<file path="config.mk">
export PLATFORM = sky130hd
export DESIGN_NAME = fadn_pipe
export DESIGN_NICKNAME = d
export VERILOG_FILES = /design/src/rtl/fadn_pipe.sv
export SDC_FILE = /design/constraint.sdc
export NUM_CORES = 1
export LEC_CHECK = 0
export CAP_MARGIN = 30
export CORE_ASPECT_RATIO = 0.7
export CORE_MARGIN = 1
export CORE_UTILIZATION = 38
export CTS_CLUSTER_SIZE = 16
export DETAILED_ROUTE_END_ITERATION = 10
export GPL_TIMING_DRIVEN = 0
export HOLD_SLACK_MARGIN = 0.05
export SYNTH_ARGS = -nofsm -noshare
export SYNTH_HDL_FRONTEND = slang
export SYNTH_SLANG_ARGS = --single-unit
</file>
<file path="constraint.sdc">
create_clock -name CK -period 5.18 [get_ports CK]
set_input_delay 0.777 -clock CK [delete_from_list [all_inputs] [get_ports CK]]
set_output_delay 0.777 -clock CK [all_outputs]
set_load 0.005 [all_outputs]
</file>
<file path="src/rtl/fadn_pipe.sv">
// rtl/fadn_pipe.sv - pipelined WIDTH-bit adder/subtractor, one SEG-bit slice per stage
// Optional signed-overflow output enabled by defining FADN_OVF_EN.
module fadn_pipe #(
   parameter int WIDTH = 16,
   parameter int SEG   = 4
) (
   input  logic             CK,
   input  logic             CDN,
   input  logic [WIDTH-1:0] A,
   input  logic [WIDTH-1:0] B,
   input  logic             CI,
   input  logic             SUB,
   input  logic             IN_VLD,
   output logic             IN_RDY,
   output logic [WIDTH-1:0] S,
   output logic             CO,
   output logic             OVF,
   output logic             OUT_VLD,
   input  logic             OUT_RDY
);

   localparam int STAGES = WIDTH / SEG;

   logic             stall;
   logic             in_fire;
   logic [WIDTH-1:0] b_eff;
   logic             c0;

   // Subtract is A + ~B + ~CI, so the borrow-in becomes an inverted carry-in.
   assign b_eff   = SUB ? ~B : B;
   assign c0      = SUB ? ~CI : CI;
   assign stall   = OUT_VLD & ~OUT_RDY;
   assign IN_RDY  = ~stall;
   assign in_fire = IN_VLD & IN_RDY;

   for (genvar k = 0; k < STAGES; k++) begin : g_stage
      localparam int REM = WIDTH - k * SEG;

      logic [REM-1:0]       a_src;
      logic [REM-1:0]       b_src;
      logic                 c_src;
      logic                 v_src;
      logic [SEG:0]         add;
      logic [(k+1)*SEG-1:0] s_nxt;
      logic                 vld_q;
      logic                 c_q;
      logic [(k+1)*SEG-1:0] s_q;

      if (k == 0) begin : g_head
         assign a_src = A;
         assign b_src = b_eff;
         assign c_src = c0;
         assign v_src = in_fire;
         assign s_nxt = add[SEG-1:0];
      end else begin : g_link
         assign a_src = g_stage[k-1].g_skew.a_q;
         assign b_src = g_stage[k-1].g_skew.b_q;
         assign c_src = g_stage[k-1].c_q;
         assign v_src = g_stage[k-1].vld_q;
         assign s_nxt = {add[SEG-1:0], g_stage[k-1].s_q};
      end

      assign add = {1'b0, a_src[SEG-1:0]} + {1'b0, b_src[SEG-1:0]} + {{SEG{1'b0}}, c_src};

      // Data only loads behind a valid token, so bubbles leave the last result in place.
      always_ff @(posedge CK or negedge CDN) begin
         if (!CDN) begin
            vld_q <= 1'b0;
            c_q   <= 1'b0;
            s_q   <= '0;
         end else if (!stall) begin
            vld_q <= v_src;
            if (v_src) begin
               c_q <= add[SEG];
               s_q <= s_nxt;
            end
         end
      end

      if (k < STAGES - 1) begin : g_skew
         logic [REM-SEG-1:0] a_q;
         logic [REM-SEG-1:0] b_q;

         always_ff @(posedge CK or negedge CDN) begin
            if (!CDN) begin
               a_q <= '0;
               b_q <= '0;
            end else if (!stall && v_src) begin
               a_q <= a_src[REM-1:SEG];
               b_q <= b_src[REM-1:SEG];
            end
         end
      end
   end

   assign S       = g_stage[STAGES-1].s_q;
   assign CO      = g_stage[STAGES-1].c_q;
   assign OUT_VLD = g_stage[STAGES-1].vld_q;

`ifdef FADN_OVF_EN
   logic a_msb;
   logic b_msb;
   logic s_msb;
   logic ovf_q;

   assign a_msb = g_stage[STAGES-1].a_src[SEG-1];
   assign b_msb = g_stage[STAGES-1].b_src[SEG-1];
   assign s_msb = g_stage[STAGES-1].add[SEG-1];

   always_ff @(posedge CK or negedge CDN) begin
      if (!CDN) begin
         ovf_q <= 1'b0;
      end else if (!stall && g_stage[STAGES-1].v_src) begin
         ovf_q <= (a_msb == b_msb) & (s_msb != a_msb);
      end
   end

   assign OVF = ovf_q;
`else
   assign OVF = 1'b0;
`endif

endmodule

</file>
==> results.txt <==
----------------------------------------------------
[Status]
  Run status ... finished clean

[Power]
  Worst supply voltage drop on vdd ... approximately 0.00024 V
  Power density cells ... ~590 nW/µm²
  Post-layout total power ... 3.252 mW
  Leakage component of the power ... 2.472 nW

[STA]
  Setup violation total in the final timing report ... 0
  Post-Route Hold Slack ... approximately 370 ps
  Worst Skew ... approximately 7.8 ps
  Unrepaired setup endpoints after global routing ... false
  Tcrit/Tclk final ... 61.63%
  Setup tns final ... 0 ps
  F_max ... 0.3132 GHz
  Time the worst path needs with I/O delays and setup ... ~3200 ps
  Count of final hold-check violations ... 0
  Final Max Tran Viols ... 0

[Min path]
  Worst hold path type ... input port to async pin

[Logic synthesis]
  Cell types with the largest area share after synthesis ... dfrtp_1 54%, mux2_4 11%, mux2_2 6.1%
  Largest area contributor in the netlist ... dfrtp_1
  Flip-flop cell with the highest count after synthesis ... dfrtp_1
  Gate count of the mapped netlist ... around 320
  Syn. warnings ... 0
  Share of flip-flops with an asynchronous set or reset after synthesis ... between 90% and 100%
  Area of the mapped netlist ... approximately 4500 µm²
  Post-Synthesis Mean Instance Area ... 13.84 µm²
  Area share of the largest cell type after synthesis ... 53.92%
  Count of unique library cells instantiated by Yosys ... 34
  Number of flip-flops and latches in the synthesized netlist ... 96
  Part of the Yosys area used for sequential elements ... a little over half
  Most numerous cell in the Yosys netlist ... dfrtp_1
  Post-synth EDFFs ... 0
  Synth Net Count ... 380
  Most common library cells after synthesis ... 96 x dfrtp_1, 47 x o21ai_0, 33 x mux2_4, 24 x mux2_2

[Clocking]
  Clk pin slew, worst setup/hold paths ... approximately 60 ps
  Clock latency on the worst-skew pair ... roughly 340 ps
  Post-CTS setup buffer count ... 0
  Post-CTS Resized ... 0
  Clock Sink Count ... 96
  Total of hold buffers inserted after clock tree synthesis ... 0
  Master cell of the clock root buffer ... clkbuf_16
  Number of buffers created by CTS ... 9
  Clock Tree Buf Depth ... 2
  Max H-tree Level ... 3
  TritonCTS clock tree ... built

[Detailed routing]
  Violation count after the first detailed-routing iteration ... 73
  Count of unresolved DRC violations after routing ... 0
  Number of vias after detailed routing ... approximately 2600
  DRT Pass-1 Iters ... 6
  Routed wire length per instance ... approximately 15 µm
  Number of nets still failing antenna checks after routing ... 0
  Total length of routed wires ... 8335 µm
  Via/cell ratio ... ~4.8

[Critical path]
  Required @ worst endpoint ... about 4400 ps
  Highest-delay cell along the critical path ... clkdlybuf4s50_1
  Kind of launch point of the worst setup path ... input port
  Maximum net fanout on the critical path ... 10
  Critical path data arrival time ... 2420 ps
  Buffering stage count on the worst path with inverters included ... 5
  Worst path most repeated cell ... clkdlybuf4s50_1
  Crit-path cells ... clkdlybuf4s50_1 -> nor2b_4 -> buf_6 -> inv_8 -> buf_2 -> clkdlybuf4s50_1
  Category of the worst setup path capture point ... output pin
  Top cell family by delay on the critical path ... buffers and inverters
  Largest incremental delay on the critical path ... 550 ps
  Worst setup path category ... input port to output pin

[Layout]
  Number of nets in the layout ... approximately 450
  Flip-flop and latch area ... between 2000 and 2500 µm²
  Total area of multi-input combinational cells ... roughly 1900 µm²
  Layout Utilization ... about half
  Fraction of final layout cells with drive strength greater than 1 ... a little under a quarter
  Synthesis-to-layout area growth ... 24.26%
  Antenna diode count ... 0
  Non-filler cells, final ... 547
  FILL cells ... 990

[Die]
  Die area ... 12170 µm²
  Starting density of the core ... a little under 40%
  Horiz. Die Dim ... 131.4 µm
  Number of placement rows ... 32
  Y dimension of the die ... 92.60 µm
  Area of the core region ... 11210 µm²
  Number of top-level pins ... 58

[Global routing]
  Maximum number of pins on one net before global-route repair ... between 60 and 70
  Wire length of the first global-routing pass ... roughly 14000 µm
  Initial antenna violation count ... 0
  GRT Residual Overflow ... 0
  Number of global-route vias before repair ... between 2000 and 3000
  Global Route Usage Sum ... between 10% and 20%

[Place]
  Number of cells in the design after placement ... 531
  Port Buffer Count ... 55
  Post-detail-place hpwl ... ~6000 µm
  RD Place Congestion ... between 0.7 and 0.8

[Flow run]
  Max-cap check violation count ... 0

----------------------------------------------------
## through the flow
stage | setup slack [ps] | area, µm²
2_1_floorplan | 2304 | 4456
6_report | 1987 | 5537
3_3_place_gp | -278.8 | 5197
4_1_cts | 2006 | 5537
5_1_grt | 1950 | 5537
3_5_place_dp | 2014 | 5223
## state kept, by name, indices dropped and copies added (netlist names)
signal and count:
g_stage.vld_q 3, g_stage.g_skew.a_q 24, CO 1, g_stage.s_q 24
OUT_VLD 1, g_stage.g_skew.b_q 24, g_stage.c_q 3, S 16
## cells by family after synthesis
group / after synthesis / synth area share, %
DFF: 96 / 53.92
AOI/OAI and AO/OA: 70 / 8.649
muxes: 63 / 18.70
buffers and inverters: 28 / 3.875
and+or+nand+nor: 23 / 3.679
xor gates and xnor gates: 21 / 4.128
adders and majority gates: 20 / 6.964
other: 1 / 0.08417
## cell usage in the layout, fill, tap and decap left out, types with 2 or more instances in the layout
cell type and n:
xor2_1 9, clkbuf_1 5, clkbuf_16 9, inv_1 11
nand2_4 3, a21o_1 2, buf_6 6, xnor2_1 12
a21boi_0 4, clkdlybuf4s50_1 54, fa_1 8, buf_2 3
mux2_2 24, buf_4 4, nand3_1 7, o31ai_1 3
mux2_4 33, a21oi_1 10, nor3_1 2, nand2_1 2
o21ai_0 47, a2111oi_0 2, ha_1 12, dfrtp_1 96
mux2_1 6, bufinv_16 2, and3b_1 3, nor2b_1 2
## worst reg2reg max path, delay by kind of cell, from the launching register on
kind	cells	cell delay (ps)
adders and majority gates	2	910
AOI/OAI and AO/OA	3	400
DFF	1	410
## final cells by class
| type | instances | area share, % |
|---|---|---|
| Multi-Input combinational cell | 198 | 33.97 |
| Clock inverter | 5 | 1.469 |
| Timing Repair Buffer | 56 | 10.40 |
| Inverter | 13 | 1.017 |
| Clock buffer | 11 | 4.203 |
| Sequential cell | 96 | 43.39 |
| Buffer | 15 | 2.102 |
| Tap cell | 153 | 3.458 |
## per-layer routing
metal  routed length [µm]  vias up  GRT usage (%)  share of wire [%]
li1                     -     1269              -                  -
met3                  310        9          4.160                3.7
met4                   75        0          3.779               0.90
met2                 3614       55          22.13                 43
met1                 4334     1305          21.73                 52
met5                    0        -              0                  0
## path summary, 6_finish.rpt
path	start	depth (start not counted)	slack [ps]	end
worst max-delay path	OUT_RDY	6	1990	IN_RDY
worst min-delay path	CDN	1	370	S[9]
worst max register to register	g_stage[1].c_q	5	3320	g_stage[2].c_q
worst min register to register	g_stage[1].s_q[6]	1	490	g_stage[2].s_q[6]
max in group asynchronous	CDN	2	4150	g_stage[0].g_skew.b_q[0]
min in group CK	g_stage[1].s_q[6]	1	490	g_stage[2].s_q[6]
## report_power, final
| part | internal, mW | switching [mW] |
|---|---|---|
| Sequential | 1.09 | 0.198 |
| Combinational | 0.762 | 0.507 |
| Clock | 0.423 | 0.273 |
(Power assumes the default switching activity.)
